## config.mk

```make
export PLATFORM = sky130hd
export DESIGN_NAME = fifo_push_arbiter
export DESIGN_NICKNAME = d
export VERILOG_FILES = /design/src/rtl/fifo_push_arbiter_pkg.sv /design/src/rtl/fifo_push_arbiter_rr_select.sv /design/src/rtl/fifo_push_arbiter.sv
export SDC_FILE = /design/constraint.sdc
export NUM_CORES = 1
export LEC_CHECK = 0
export ABC_AREA = 0
export BUFFER_PORTS_ARGS = -buffer_cell sky130_fd_sc_hd__buf_2
export CAP_MARGIN = 5
export CORE_MARGIN = 2
export CORE_UTILIZATION = 43
export CTS_CLUSTER_SIZE = 30
export DETAILED_ROUTE_END_ITERATION = 10
export PLACE_DENSITY = 0.86
export SETUP_SLACK_MARGIN = 0.15
export SLEW_MARGIN = 20
export SYNTH_ARGS = -nofsm -noshare
export SYNTH_HDL_FRONTEND = slang
export SYNTH_SLANG_ARGS = --single-unit
```

## constraint.sdc

```tcl
create_clock -name clk -period 3.9 [get_ports clk]
set_input_delay 0.39 -clock clk [delete_from_list [all_inputs] [get_ports clk]]
set_output_delay 0.39 -clock clk [all_outputs]
set_load 0.01 [all_outputs]
```

## src/rtl/fifo_push_arbiter_pkg.sv

```systemverilog
// Shared types for the FIFO push arbiter: FSM encoding and round-robin helper width.
package fifo_push_arbiter_pkg;

  typedef enum logic {
    ST_IDLE  = 1'b0,
    ST_BURST = 1'b1
  } arb_state_t;

  // Largest supported requester count; sizes the wrap-around sum in rr_select.
  localparam int RR_MAX_REQ = 8;
  localparam int RR_IDX_W   = $clog2(RR_MAX_REQ);

endpackage

```

## src/rtl/fifo_push_arbiter_rr_select.sv

```systemverilog
// Round-robin priority selector: first requesting index strictly after last_grant, wrapping.
// Purely combinational; found=0 when no request bit is set.
module rr_select
  import fifo_push_arbiter_pkg::*;
#(
  parameter int NUM_REQ = 4,
  parameter int IDX_W   = $clog2(NUM_REQ)
) (
  input  logic [NUM_REQ-1:0] req,
  input  logic [IDX_W-1:0]   last_grant,
  output logic [IDX_W-1:0]   idx,
  output logic               found
);

  logic [RR_IDX_W:0] sum;
  logic [IDX_W-1:0]  cand;

  always_comb begin
    found = 1'b0;
    idx   = '0;
    sum   = '0;
    cand  = '0;
    // Offset NUM_REQ lands back on last_grant itself, so it has lowest priority.
    for (int k = 1; k <= NUM_REQ; k++) begin
      sum  = (RR_IDX_W+1)'(last_grant) + (RR_IDX_W+1)'(k);
      cand = IDX_W'(sum % (RR_IDX_W+1)'(NUM_REQ));
      if (!found && req[cand]) begin
        found = 1'b1;
        idx   = cand;
      end
    end
  end

endmodule

```

## src/rtl/fifo_push_arbiter.sv

```systemverilog
// Round-robin burst arbiter pushing one requester's beats into a FIFO; one idle bubble per grant,
// push is combinational in BURST. fifo_full stalls the owner (req_ready low) without losing state.
module fifo_push_arbiter
  import fifo_push_arbiter_pkg::*;
#(
  parameter int DATA_WIDTH = 8,
  parameter int NUM_REQ    = 4,
  parameter int MAX_BURST  = 4
) (
  input  logic                          clk,
  input  logic                          reset,
  input  logic [NUM_REQ-1:0]            req_valid,
  input  logic [NUM_REQ-1:0]            req_last,
  input  logic [NUM_REQ*DATA_WIDTH-1:0] req_data,
  output logic [NUM_REQ-1:0]            req_ready,
  input  logic                          fifo_full,
  output logic                          fifo_push,
  output logic [DATA_WIDTH-1:0]         fifo_din,
  output logic                          grant_valid,
  output logic [$clog2(NUM_REQ)-1:0]    grant_id
);

  localparam int IDX_W = $clog2(NUM_REQ);
  localparam int CNT_W = $clog2(MAX_BURST) + 1;

  arb_state_t       state_q, state_d;
  logic [IDX_W-1:0] owner_q, owner_d;
  logic [IDX_W-1:0] last_grant_q, last_grant_d;
  logic [CNT_W-1:0] beat_cnt_q, beat_cnt_d;
  logic [CNT_W-1:0] beat_cnt_inc;
  logic [IDX_W-1:0] rr_idx;
  logic             rr_found;
  logic             xfer;

  rr_select #(
    .NUM_REQ (NUM_REQ),
    .IDX_W   (IDX_W)
  ) u_rr_select (
    .req        (req_valid),
    .last_grant (last_grant_q),
    .idx        (rr_idx),
    .found      (rr_found)
  );

  always_ff @(posedge clk) begin
    if (reset) begin
      state_q      <= ST_IDLE;
      owner_q      <= '0;
      beat_cnt_q   <= '0;
      last_grant_q <= IDX_W'(NUM_REQ - 1);
    end else begin
      state_q      <= state_d;
      owner_q      <= owner_d;
      beat_cnt_q   <= beat_cnt_d;
      last_grant_q <= last_grant_d;
    end
  end

  assign beat_cnt_inc = beat_cnt_q + CNT_W'(1);

  always_comb begin
    state_d      = state_q;
    owner_d      = owner_q;
    beat_cnt_d   = beat_cnt_q;
    last_grant_d = last_grant_q;
    req_ready    = '0;
    fifo_push    = 1'b0;
    fifo_din     = '0;
    grant_valid  = 1'b0;
    grant_id     = '0;
    xfer         = 1'b0;

    case (state_q)
      ST_IDLE: begin
        if (rr_found) begin
          owner_d    = rr_idx;
          beat_cnt_d = '0;
          state_d    = ST_BURST;
        end
      end
      ST_BURST: begin
        // Outputs are masked during reset so an abandoned burst never pushes.
        if (!reset) begin
          grant_valid        = 1'b1;
          grant_id           = owner_q;
          req_ready[owner_q] = !fifo_full;
          fifo_din           = req_data[int'(owner_q)*DATA_WIDTH +: DATA_WIDTH];
          xfer               = req_valid[owner_q] && !fifo_full;
          fifo_push          = xfer;
        end
        if (xfer) begin
          beat_cnt_d = beat_cnt_inc;
          if (req_last[owner_q] || beat_cnt_inc == CNT_W'(MAX_BURST)) begin
            state_d      = ST_IDLE;
            last_grant_d = owner_q;
          end
        end
      end
      default: state_d = ST_IDLE;
    endcase
  end

endmodule

```

After elaboration in Yosys (flattened, before gate mapping) --
Index checks and enable logic that the tools add are counted.
Operators by class: add/sub/neg operators 5, magnitude comparators 6, equal/unequal tests 3, shift-type cells 1, muxes and demuxes 40, bitwise logic cells 2, reductions and logical operators 13
Operators with widths (number):
- $shiftx 32x6->8 | 1
- $mux 1 | 19
- $mux 8 | 2
- $lt 2x3->1 const B | 5
- $bmux 1 s2 | 6
- $mux 2 | 6
- $mux 4 | 2
- $mux 3 | 2
- $pmux 3 s2 | 1
- $logic_and 1x1->1 | 5
- $add 2x1->2 const B | 2
- $add 2x2->2 const B | 2
- $and 4x4->4 | 1
- $logic_not 1->1 | 4
- $reduce_and 2->1 | 2
- $add 3x1->3 const B | 1
- $eq 3x3->1 const B | 1
- $reduce_and 3->1 | 1
- $demux 1 s2 | 1
- $ge 2x1->1 const B | 1
- $ne 2x1->1 const B | 1
- $ne 2x2->1 const B | 1
- $pmux 1 s2 | 1
- $logic_or 1x1->1 | 1
- $not 1->1 | 1
Storage, ports and cells: flip-flop bits (word level) 8, input bits 43, output and inout bits 16, logic and storage cells 74

Longest topological paths before layout --
word-level depth 15, mapped depth 5, depth with buffers taken out 5

Cells and area by module --
Synthesis repeated with hierarchy kept, for this count alone.
Second synthesis, totals: cell total of the unflattened synthesis 84, area total of the unflattened synthesis 805.8 um^2
By module, submodules not included:
- fifo_push_arbiter | instances 1, cells each 70, area each 714.4 um^2, seq. area each 160.2 um^2
- rr_select | instances 1, cells each 14, area each 91.3 um^2, seq. area each 0.0 um^2

Worst setup path after synthesis --
OpenSTA, ideal clock, no wires.
path kind flip-flop to output port, from register owner_q[0], to output fifo_din[0], data arrival time 1354 ps, data required time 3510 ps, setup slack 2156 ps, stages on the path, launching flop included 5, path buffers 2, path through dfxtp_1 -> buf_6 -> buf_2 -> mux4_2 -> and2_1
On the way: cells in the longest elaborated chain, start to end 3
Ends and longest elaborated chain:
- start, declared | line fifo_push_arbiter.sv:27 | logic [IDX_W-1:0] owner_q, owner_d;
- start signal, assigned | line fifo_push_arbiter.sv:53 | owner_q <= owner_d;
- $shiftx 32x6->8 | line fifo_push_arbiter.sv:87 | fifo_din = req_data[int'(owner_q)*DATA_WIDTH +: DATA_WIDTH];
- $mux 8 | line fifo_push_arbiter.sv:83 | if (!reset) begin
- $mux 8 | line fifo_push_arbiter.sv:73 | case (state_q)
- end, declared | line fifo_push_arbiter.sv:18 | output logic [DATA_WIDTH-1:0] fifo_din,
Every way passes these cells.

Final worst setup path --
from register owner_q[0], to output fifo_din[7]
Same word-level chain as after synthesis.

==> impl_results.rst <==
.. list-table::
   :header-rows: 1

   * - Metric
     - Value
   * - Result of the run
     - complete, no violations
   * - DRT Pass-1 Iters
     - 4
   * - Post-DP HPWL
     - 1.83 mm
   * - Residual DRC
     - 0
   * - Minimum period implied by the final worst setup slack
     - 2410 ps
   * - Share of the synthesized area in the top cell type
     - 24.8%
   * - Count of different cell masters after synthesis
     - 34
   * - Via count of the first global-routing pass
     - 825
   * - Count of nets left with antenna violations after detail routing
     - 0
   * - Share of the synthesized netlist area taken by xor and xnor gates
     - 2.15%
   * - Complex-gate fraction of the synthesized area
     - 9.97%
   * - Total length of routed wires
     - 2.25 mm
   * - Fraction of the yosys area taken by sequential cells
     - 19.6%
   * - Setup fix buffers added after clock tree synthesis
     - 0
   * - Number of max-slew violations in the final report
     - 0
   * - Io pins
     - 59
   * - Total CTS buffers
     - 3
   * - Average size of a mapped cell
     - 9.71 µm²
   * - Synth Area in Adders
     - 3.07%
   * - Number of port buffers
     - 58
   * - Hold Violations, Final
     - 0
   * - Final-report setup violation count
     - 0
   * - Normalized max-slew margin
     - 48.5%
   * - Latest clock arrival within the worst-skew pair
     - 260 ps
   * - Overall die height
     - 47.6 µm
   * - Critical path startpoint
     - owner_q[0]$_SDFFE_PP0P_
   * - Synthesized cell area
     - 816 µm²
   * - Routed via count divided by cell count
     - 5.36
   * - Final-stage net count
     - 187
   * - Count of H-tree levels built during CTS
     - 1
   * - Crit path capture type
     - output pin
   * - Total Neg Setup Slack
     - 0 ps
   * - Clock sink count
     - 8
   * - Synthesized net count
     - 129
   * - Post-synth ARST share
     - 0%
   * - Most frequent standard cell in the layout excluding fill and tap cells
     - sky130_fd_sc_hd__buf_2
   * - Overall track demand over capacity in global routing
     - 20.1%
   * - Biggest area contributors in the synthesized netlist
     - sky130_fd_sc_hd__mux4_2 25%, sky130_fd_sc_hd__dfxtp_1 20%, sky130_fd_sc_hd__and2_1 6.9%
   * - Worst hold start
     - reset
   * - Pleak
     - 0.567 nW
   * - Via total after detailed routing
     - 884
   * - Clock tree from TritonCTS
     - done
   * - Hold Buf Count CTS
     - 0
   * - Mux share of post-synthesis cell area
     - 33.6%
   * - CTS Root Buffer Type
     - sky130_fd_sc_hd__clkbuf_4
   * - Post-CTS clock slew at the launch and capture registers of the worst setup and hold paths
     - 60 ps
   * - Total Die Area
     - 2260 µm²
   * - Worst r2r src
     - owner_q[0]$_SDFFE_PP0P_
   * - Kind of critical path
     - reg2out
   * - Slowest cell delay on critical path
     - 820 ps
   * - Clock skew
     - 1.63 ps
   * - Buffer depth of the longest clock path
     - 2
   * - Total power after layout
     - 0.246 mW
   * - Wire length per cell
     - 13.6 µm
   * - Cells along the critical path
     - mux4_1 > and2_1 > buf_2
   * - First-pass GRT wire length
     - 3.28 mm
   * - Largest delay contributor family on the critical path
     - flip-flops
   * - Share of layout cells above drive strength 1
     - 54.3%
   * - Weighted congestion at the end of routability-driven global placement
     - 0.804
   * - Count of inserted antenna diode cells
     - 0
   * - Critical path's slowest cell
     - sky130_fd_sc_hd__dfxtp_1
   * - CTS-repair resized insts
     - 0
   * - Number of DRC markers in iteration 0
     - 18
   * - WP data required
     - 3510 ps
   * - DIE WIDTH
     - 47.6 µm
   * - Data arrival time at the worst-slack endpoint
     - 2020 ps
   * - Maximum VDD drop
     - 0.111 mV
   * - Transition time of the tightest slew-check pin
     - 771 ps
   * - CP max FO
     - 15
   * - Leading area contributor after synthesis
     - sky130_fd_sc_hd__mux4_2
   * - FMAX
     - 415 MHz
   * - Number of placement rows
     - 15
   * - Post-route fraction of the period consumed by the critical path
     - 61.8%
   * - # Max-Cap Violations
     - 0
   * - Synthesis-to-layout area growth
     - 38.6%
   * - Combinational family with the most area after synthesis
     - multiplexers
   * - Maximum number of pins on one net before global-route repair
     - 17
   * - Number of enable flip-flop cells after synthesis
     - 0
   * - Commonest cells after routing, fill and taps aside
     - 58 x sky130_fd_sc_hd__buf_2, 12 x sky130_fd_sc_hd__nor2_1, 9 x sky130_fd_sc_hd__mux4_2, 9 x sky130_fd_sc_hd__and2_1, 8 x sky130_fd_sc_hd__dfxtp_1
   * - Power per cell area
     - 217 nW/µm²
   * - Post-Synth Simple-Gate Area
     - 25.8%
   * - Unrepaired setup endpoints after global routing
     - false
   * - Initial core utilization
     - 46.2%
   * - Antenna violations before repair
     - 0
   * - Yosys Warn Count
     - 0
   * - Post-synthesis instance total
     - 84
   * - Sum of buffers and inverters on the critical path
     - 1
   * - Leftover overflow at the end of global routing
     - 0
   * - Filler cells
     - 153
   * - Area inside the core boundary
     - 1760 µm²
   * - Number of flip-flops and latches in the synthesized netlist
     - 8
   * - Crit path launch type
     - flip-flop
   * - Most used flip-flop cell after synthesis
     - sky130_fd_sc_hd__dfxtp_1
   * - Hold Path Class
     - in2reg
## through the flow
step           instances  setup slack (ps)  utilization, %  hold WS, ps  instance area [µm²]
2_1_floorplan         84              2160               -          503                  816
3_3_place_gp         162              1800            62.8          516                 1110
3_5_place_dp         162              1750            62.8          528                 1110
4_1_cts              165              1470            64.1          441                 1130
5_1_grt              165              1350            64.1          474                 1130
6_report             165              1490            64.1          447                 1130
## Yosys cell counts (all sizes together), types with 2 or more instances
cell / instances
dfxtp: 8
a21oi: 3
mux2i: 3
nand2b: 3
mux4: 10
buf: 4
nand3b: 2
ha: 2
nor2: 13
and2: 9
nand2: 2
nor4: 3
o21ai: 3
inv: 5
xor2: 2
## worst paths after layout
check,depth (start not counted),endpoint,slack (ps)
worst min-delay path,2,beat_cnt_q[0]$_SDFFE_PP0P_,450
worst min register to register,2,beat_cnt_q[2]$_SDFFE_PP0P_,530
worst max-delay path,3,fifo_din[7],1490
worst max register to register,4,beat_cnt_q[0]$_SDFFE_PP0P_,1880
## state kept, by name (all words and copies together), names as in the netlist
name / flops
beat_cnt_q: 3
last_grant_q: 2
owner_q: 2
state_q: 1
## routing by layer
| metal | GRT usage, % | vias up | part of all wire (%) |
|---|---|---|---|
| li1 | - | 423 | - |
| met1 | 20.9 | 409 | 35 |
| met2 | 40.0 | 50 | 53 |
| met3 | 3.77 | 2 | 12 |
| met4 | 5.95 | 0 | 0.36 |
| met5 | 0 | - | 0 |
## final cells by class
| cell class | instances | area (µm²) | share of cell area, % |
|---|---|---|---|
| clock buffer | 3 | 22.5 | 1.99 |
| sequential | 8 | 160 | 14.2 |
| timing repair buffer | 58 | 290 | 25.7 |
| multi-input combinational | 66 | 608 | 53.8 |
| inverter | 5 | 18.8 | 1.66 |
| tap | 25 | 31.3 | 2.77 |
## logic make-up (layout without fill, tap and decap cells)
group,Yosys count,in the layout
xor gates and xnor gates,2,2
DFF,8,8
adders and majority gates,2,2
and+or+nand+nor,36,36
buffers and inverters,10,66
muxes,14,14
AOI/OAI and AO/OA,12,12
## power breakdown
part	internal [mW]	leakage (nW)	total [mW]	switching, mW
combinational	0.0504	0.488	0.0822	0.0319
sequential	0.0850	0.0654	0.0959	0.0110
clock	0.0355	0.0138	0.0675	0.0320
(Power assumes the default switching activity.)
